<file path="src/rtl/alu_seq.sv">
// -----------------------------------------------------------------------------
// alu_seq
//
// Sequential execute-stage ALU. A 4-bit operation code from the ALU controller
// selects the operation on two operands. Single-cycle operations are written
// to the registered result at the same edge that accepts the request. Multiply
// runs as an iterative shift-add over WIDTH cycles, and busy_o tells the CPU
// control to stall while it is in progress.
//
// Handshake: a request is the pair (start_i, ALUCtrl_i/src1_i/src2_i) sampled
// at a rising edge. It is accepted only when busy_o is 0. A request presented
// while busy_o is 1 is dropped, not queued. Every accepted request produces
// exactly one done_o pulse, one cycle wide. result_o and zero_o are valid
// while done_o is high and hold their values until the next completion.
//
// Ports:
//   clk_i        clock, rising edge
//   rst_i        asynchronous, active-high reset
//   start_i      request strobe
//   ALUCtrl_i    operation code, sampled with start_i
//   src1_i       operand A, sampled with start_i
//   src2_i       operand B, sampled with start_i
//   result_o     registered result, held until the next completion
//   zero_o       registered (result_o == 0), updated together with result_o
//   busy_o       high while a multiply is in progress
//   done_o       one-cycle completion pulse
//   dbg_state_o  current FSM state (0 = IDLE, 1 = MUL), for observation only
// -----------------------------------------------------------------------------
module alu_seq #(
  parameter int WIDTH = 32
) (
  input  logic             clk_i,
  input  logic             rst_i,
  input  logic             start_i,
  input  logic [3:0]       ALUCtrl_i,
  input  logic [WIDTH-1:0] src1_i,
  input  logic [WIDTH-1:0] src2_i,
  output logic [WIDTH-1:0] result_o,
  output logic             zero_o,
  output logic             busy_o,
  output logic             done_o,
  output logic [0:0]       dbg_state_o
);

  // The counter must be able to hold the value WIDTH itself.
  localparam int CNT_W = $clog2(WIDTH + 1);

  localparam logic [0:0] ST_IDLE = 1'b0;
  localparam logic [0:0] ST_MUL  = 1'b1;

  localparam logic [3:0] OP_AND  = 4'b0000;
  localparam logic [3:0] OP_OR   = 4'b0001;
  localparam logic [3:0] OP_ADD  = 4'b0010;
  localparam logic [3:0] OP_MUL  = 4'b0011;
  localparam logic [3:0] OP_SUB  = 4'b0110;
  localparam logic [3:0] OP_SLT  = 4'b0111;
  localparam logic [3:0] OP_ADD2 = 4'b1010;
  localparam logic [3:0] OP_SUB2 = 4'b1110;
  localparam logic [3:0] OP_SLT2 = 4'b1111;

  logic [0:0]       state;
  logic [WIDTH-1:0] mcand;
  logic [WIDTH-1:0] mplier;
  logic [WIDTH-1:0] acc;
  logic [CNT_W-1:0] cnt;

  logic [WIDTH-1:0] alu_res;
  logic             slt_bit;
  logic [WIDTH-1:0] acc_next;

  // ---------------------------------------------------------------------------
  // Single-cycle datapath. Operands come straight from the ports because they
  // are consumed at the accepting edge; nothing reaches an output without
  // passing through a register first.
  // ---------------------------------------------------------------------------
  assign slt_bit = ($signed(src1_i) < $signed(src2_i));

  always_comb begin
    alu_res = '0;
    case (ALUCtrl_i)
      OP_AND:           alu_res = src1_i & src2_i;
      OP_OR:            alu_res = src1_i | src2_i;
      OP_ADD, OP_ADD2:  alu_res = src1_i + src2_i;
      OP_SUB, OP_SUB2:  alu_res = src1_i - src2_i;
      OP_SLT, OP_SLT2:  alu_res = {{(WIDTH-1){1'b0}}, slt_bit};
      default:          alu_res = '0;
    endcase
  end

  // One shift-add step: add the shifted multiplicand when the current
  // multiplier bit is set. Only the low WIDTH bits are kept, which gives the
  // same answer for signed and unsigned operands.
  assign acc_next = mplier[0] ? (acc + mcand) : acc;

  // ---------------------------------------------------------------------------
  // Control and state
  // ---------------------------------------------------------------------------
  always_ff @(posedge clk_i or posedge rst_i) begin
    if (rst_i) begin
      state    <= ST_IDLE;
      mcand    <= '0;
      mplier   <= '0;
      acc      <= '0;
      cnt      <= '0;
      result_o <= '0;
      zero_o   <= 1'b0;
      done_o   <= 1'b0;
    end else begin
      // done_o is a pulse; it is re-raised only by a completion below.
      done_o <= 1'b0;
      case (state)
        ST_IDLE: begin
          if (start_i) begin
            if (ALUCtrl_i == OP_MUL) begin
              mcand  <= src1_i;
              mplier <= src2_i;
              acc    <= '0;
              cnt    <= CNT_W'(WIDTH);
              state  <= ST_MUL;
            end else begin
              result_o <= alu_res;
              zero_o   <= (alu_res == '0);
              done_o   <= 1'b1;
            end
          end
        end

        ST_MUL: begin
          acc    <= acc_next;
          mcand  <= mcand << 1;
          mplier <= mplier >> 1;
          cnt    <= cnt - CNT_W'(1);
          // Last step: the counter goes 1 -> 0 on this edge, so the final
          // bit's contribution is taken from acc_next, not from acc.
          if (cnt == CNT_W'(1)) begin
            result_o <= acc_next;
            zero_o   <= (acc_next == '0);
            done_o   <= 1'b1;
            state    <= ST_IDLE;
          end
        end

        default: state <= ST_IDLE;
      endcase
    end
  end

  // busy_o is decoded from the state register only, so it is glitch-free
  // with respect to the inputs.
  assign busy_o      = (state == ST_MUL);
  assign dbg_state_o = state;

endmodule

</file>
<file path="config.mk">
export PLATFORM = sky130hd
export DESIGN_NAME = alu_seq
export DESIGN_NICKNAME = d
export VERILOG_FILES = /design/src/rtl/alu_seq.sv
export SDC_FILE = /design/constraint.sdc
export NUM_CORES = 1
export LEC_CHECK = 0
export ABC_AREA = 0
export BUFFER_PORTS_ARGS = -buffer_cell sky130_fd_sc_hd__buf_2
export CORE_ASPECT_RATIO = 0.8
export CORE_MARGIN = 5
export CORE_UTILIZATION = 50
export CTS_CLUSTER_SIZE = 25
export DETAILED_ROUTE_END_ITERATION = 8
export GPL_ROUTABILITY_DRIVEN = 0
export PLACE_DENSITY = 0.74
export SKIP_LAST_GASP = 1
export SLEW_MARGIN = 20
export SYNTH_ARGS = -nofsm -noshare
export SYNTH_HDL_FRONTEND = slang
export SYNTH_SLANG_ARGS = --single-unit
</file>
<file path="constraint.sdc">
create_clock -name clk_i -period 6.2 [get_ports clk_i]
set_input_delay 1.24 -clock clk_i [delete_from_list [all_inputs] [get_ports clk_i]]
set_output_delay 1.24 -clock clk_i [all_outputs]
set_load 0.005 [all_outputs]
</file>
; ---- After elaboration in Yosys (flattened, before gate mapping)
; Index checks and enable logic that the tools add are counted.
[totals]
regBits = 137
latch_bits = 0
ram_bits = 0
mem_bits_ro = 0
input_bits = 71
out_inout_bits = 36
word_cells = 67
n_memories = 0
[op_classes]
n_addsub = 4
mul = 0
n_div = 0
order_cmp = 1
eq_ne = 13
shifts = 0
muxes = 30
bitwise_logic = 3
reduce_logical = 8
[op_table]
columns = cell, n
row1 = $mux 32, 10
row2 = $pmux 32 s2, 4
row3 = $pmux 32 s5, 1
row4 = $add 32x32->32, 2
row5 = $logic_not 32->1, 2
row6 = $and 32x32->32, 1
row7 = $lt 32x32->1, 1
row8 = $or 32x32->32, 1
row9 = $sub 32x32->32, 1
row10 = $eq 4x4->1 const B, 3
row11 = $mux 6, 2
row12 = $pmux 6 s2, 1
row13 = $mux 1, 9
row14 = $eq 4x2->1 const B, 2
row15 = $eq 4x3->1 const B, 2
row16 = $eq 6x1->1 const B, 1
row17 = $ne 2x2->1 const B, 3
row18 = $pmux 1 s2, 3
row19 = $reduce_or 2->1, 3
row20 = $sub 6x1->6 const B, 1
row21 = $eq 4x1->1 const B, 1
row22 = $logic_not 4->1, 1
row23 = $reduce_and 3->1, 1
row24 = $ne 2x1->1 const B, 1
row25 = other kinds (2), 2

; ---- Logic depth before layout (Yosys ltp)
[logic_depth]
depth_word = 7
ltp_mapped = 16

; ---- Worst setup path before layout
; OpenSTA, ideal clock, no wires.
[synth_path]
path_type = input -> register
start = input src2_i[4]
end = register zero_o
setup_time_ps = 66
t_arrival_ps = 4329
required_ps = 6134
setup_slack_ps = 1805
cell_stages = 14
n_path_buf = 0
path_cell_list = inv_1 -> ha_1 -> inv_2 -> a2111oi_1 -> a211oi_2 -> nor3_1 -> o31ai_1 -> a311oi_1 -> xnor2_1 -> o221a_1 -> o21ai_1 -> or4_1 -> o31ai_1 -> a31o_1
[synth_between]
elab_chain_cells = 6
word_cells_on_any_way = 10
cone_classes = 2 x add/sub / 1 x order compare / 4 x mux / 2 x bitwise / 1 x reduce/logical
[synth_lines]
columns = item, line
row1 = start: declaration, 37  ; input logic [WIDTH-1:0] src2_i,
row2 = $sub 32x32->32 (tied with other cells), 84  ; OP_SUB, OP_SUB2: alu_res = src1_i - src2_i;
row3 = $pmux 32 s5 (*), 80  ; case (ALUCtrl_i)
row4 = $logic_not 32->1 (*), 122  ; zero_o <= (alu_res == '0);
row5 = $mux 1 (*), 114  ; if (ALUCtrl_i == OP_MUL) begin
row6 = $mux 1 (*), 113  ; if (start_i) begin
row7 = $pmux 1 s2 (*), 111  ; case (state)
row8 = end signal: assignment, 122
row9 = end signal: assignment, 137  ; zero_o <= (acc_next == '0);
row10 = end: declaration, 39  ; output logic zero_o,
; Every way passes the cells marked *; elsewhere a longest branch is shown, timed or not. The select of a mux whose other input is x is not followed.
; A chain may end at the register's enable or synchronous reset.

; ---- Worst setup path in the final report
[layout_path]
start = input src1_i[0]
end = register zero_o
[layout_between]
elab_chain_cells = 6
word_cells_on_any_way = 10
cone_classes = 2 x add/sub / 1 x order compare / 4 x mux / 2 x bitwise / 1 x reduce/logical
[layout_lines]
columns = item, line
row1 = start: declaration, 36  ; input logic [WIDTH-1:0] src1_i,
row2 = $sub 32x32->32 (tied with other cells), 84
row3 = $pmux 32 s5 (*), 80
row4 = $logic_not 32->1 (*), 122
row5 = $mux 1 (*), 114
row6 = $mux 1 (*), 113
row7 = $pmux 1 s2 (*), 111
; Marks and branches as above.

==> summary.txt <==
====================================================================================
Synthesized flop and latch total                                                 137
Most area-consuming cells after synthesis                               dfrtp_1 (26%), ha_1 (13%), a21oi_1 (8.1%)
# rows                                                                            52
Die H                                                                         154 um
Largest stage delay, worst path                                              0.61 ns
Remaining routing DRC violations                                                   0
Final Hold Violating Endpoints                                                     0
Least setup slack across all paths after layout                              1.12 ns
Largest fanout of any net on the critical path                                     3
Run status                                                                 completed
Data arrival time of the worst path                                          5.45 ns
Share of Yosys cell area claimed by the top area cell type                     0.263
Post-Route WL                                                               42500 um
DIE WIDTH                                                                     190 um
Post-detail-place hpwl                                                      31500 um
Cell accounting for the most synthesized area                                dfrtp_1
Worst Tran Pin Value                                                         1.15 ns
EDFF count, synth                                                                  0
Number of buffers created by CTS                                                  17
Startpoint-to-endpoint class of the critical path                       input pin to flop
Vias in the first global route                                                 12600
Final Power                                                                  5190 uW
CTS Root Cell                                                              clkbuf_16
Gate count after technology mapping                                             1737
Final clock period utilization by the worst path                               0.819
Slew Limit Fails                                                                   0
Overflow after GRT                                                                 0
Setup Slack @ Placement                                                     0.887 ns
Most instantiated flip-flop cell in the synthesis netlist                    dfrtp_1
Sequence of cells on the critical path                                  buf_2 > inv_1 > ha_1 > inv_1 > fa_1 > nor2b_1 > o311ai_1 > a21oi_1 > o311ai_1 > a21oi_1 > a41oi_1 > a2bb2oi_1 > mux2i_1 > nand4_1 > or4_1 > o31ai_1 > a31o_1
Total negative slack for setup checks                                           0 ns
Antenna Violating Nets Remaining                                                   0
Unrepaired setup endpoints after global routing                                   no
Type of destination of the critical path                                        flop
Critical path destination                                                     zero_o
Final-stage net count                                                           1978
Layout filler cell count                                                        2432
Global-route wire length before repair                                      67400 um
Synthesis-to-layout area growth                                                10.0%
Source of the worst register-to-register timing path                        mcand[0]
Overall die area                                                          29400 um^2
Number of synthesis warnings                                                       0
CTS resizes                                                                        0
Pin count of the biggest net entering global routing                              95
H-tree lvl count                                                                   4
Number of DRC markers in iteration 0                                            1907
Total vias in the final route                                                  13500
Cell count of the worst reg-to-reg path                                           14
Worst ir drop on vdd                                                      0.000287 V
I/O pin cnt                                                                      107
Cell area after synthesis                                                 13000 um^2
Post-Synthesis Net Count                                                        1943
TritonCTS clock tree                                                             yes
Ratio of total power to cell area                                        362 nW/um^2
Most frequent cells in the layout                                       nand2_1 (211), a21oi_1 (211), nor2_1 (186)
Max cap viols                                                                      0
Post-synth cell types                                                             83
Minimum clock period                                                         5.08 ns
Starting Density                                                               0.511
Worst Setup Start Kind                                                     input pin
Clock Sinks                                                                      137
Standard cell core area                                                   25400 um^2
Top achievable clock speed                                                 0.197 GHz
Clk pin slew, worst setup/hold paths                                         0.06 ns
Kind of path behind the tightest hold check                             flop to flop
Worst skew pair latency                                                      0.44 ns
Critical Path Start                                                        src1_i[0]
Router iterations before antenna repair                                            8
Number of post-CTS setup repair buffers                                            0
Proportion of synthesized flip-flops having asynchronous set or reset           1.00
Final design utilization                                                       0.563
Routed len/inst                                                              19.9 um
Count of input and output buffers                                                106
Cell with the biggest individual delay on the critical path                 o311ai_1
Clk buf depth                                                                      2
Global Route Usage Sum                                                         0.282
RR Endpoint                                                                   zero_o
Max Clock Skew                                                             0.0132 ns
Sequential share of the synthesized area                                       0.263
Ratio of cells with drive above 1 in the final layout                          0.108
Setup violators final                                                              0
Syn avg cell area                                                          7.49 um^2
Number of antenna violations at the first check in global routing                  2
Static leakage                                                            0.00669 uW
Worst reg2reg setup slack                                                    2.02 ns
Routed via count divided by cell count                                          6.33
Headroom to the max-slew limit                                                 0.235
# hold bufs at CTS                                                                 0
Required time of the critical path                                           6.57 ns
====================================================================================
## final cells by class
cell class | instances | area, um^2 | area share
Multi-Input combinational cell | 1384 | 8760 | 0.612
Sequential cell | 137 | 3430 | 0.240
Timing Repair Buffer | 122 | 651 | 0.0454
Clock buffer | 20 | 457 | 0.0319
Tap cell | 351 | 439 | 0.0307
Inverter | 110 | 418 | 0.0292
Clock inverter | 12 | 163 | 0.0114
Antenna cell | 1 | 2.50 | 0.000175
## where the power goes
part           leakage, uW  switching [uW]  total, uW  internal (uW)
logic              0.00461            1590       2540            949
registers          0.00178             303       1550           1250
clock network     0.000298             438       1100            659
## flip-flops by register name (all words and copies together), names as in the netlist
signal and cells:
done_o 1, mcand 32, result_o 32, cnt 6, busy_o 1, acc 32, mplier 32, zero_o 1
## cells by family (layout without fill, tap and decap cells)
family,after synthesis,count (layout),share of synthesized area
AO/OA/AOI/OAI,587,587,0.276
AND/OR/NAND/NOR,563,563,0.193
buffers and inverters,216,264,0.0640
flip-flops,137,137,0.263
adder cells (fa/ha/maj),135,135,0.132
XOR/XNOR,53,53,0.0357
multiplexers,46,46,0.0367
other,0,1,0
## worst min path at each step
stage	startpoint	endpoint	slack (ns)	cells after the start
final	result_o[10]	result_o[10]	0.47	2
after global routing	result_o[1]	result_o[1]	0.50	2
after CTS	result_o[1]	result_o[1]	0.47	2
after detailed placement	result_o[1]	result_o[1]	0.45	2
after global placement	result_o[4]	result_o[4]	0.45	2
after floorplan	cnt[5]	cnt[5]	0.45	1
## through the flow
stage	hold WS, ns	cells	area (um^2)
final	0.465	2137	14300
after global routing	0.497	2137	14300
after CTS	0.469	2136	14300
after detailed placement	0.455	2104	13700
after global placement	0.447	2104	13700
after floorplan	0.449	1737	13000
## critical path: cells and delay by family
kind	cells	cell delay (ns)
buffers and inverters	3	0.28
multiplexers	1	0.27
AND/OR/NAND/NOR	3	0.81
AO/OA/AOI/OAI	8	2.24
adder cells (fa/ha/maj)	2	0.60
## cells in the mapped netlist (23+ instances only)
cell and number:
nand3_1 26, a21o_1 25, nor3_1 26, xnor2_1 40, nor4_1 23, mux2i_1 32, inv_1 99, a21oi_1 211
clkbuf_1 82, nor2_1 186, ha_1 132, o31ai_1 25, o21ai_0 149, nand2_1 211, dfrtp_1 137
## per-layer routing
| layer | share of wire | GRT usage |
|---|---|---|
| met1 | 0.44 | 0.404 |
| met5 | 0.00026 | 0 |
| met2 | 0.42 | 0.415 |
| met4 | 0.043 | 0.109 |
| met3 | 0.10 | 0.0631 |
Power figures use the tool's default switching activity.
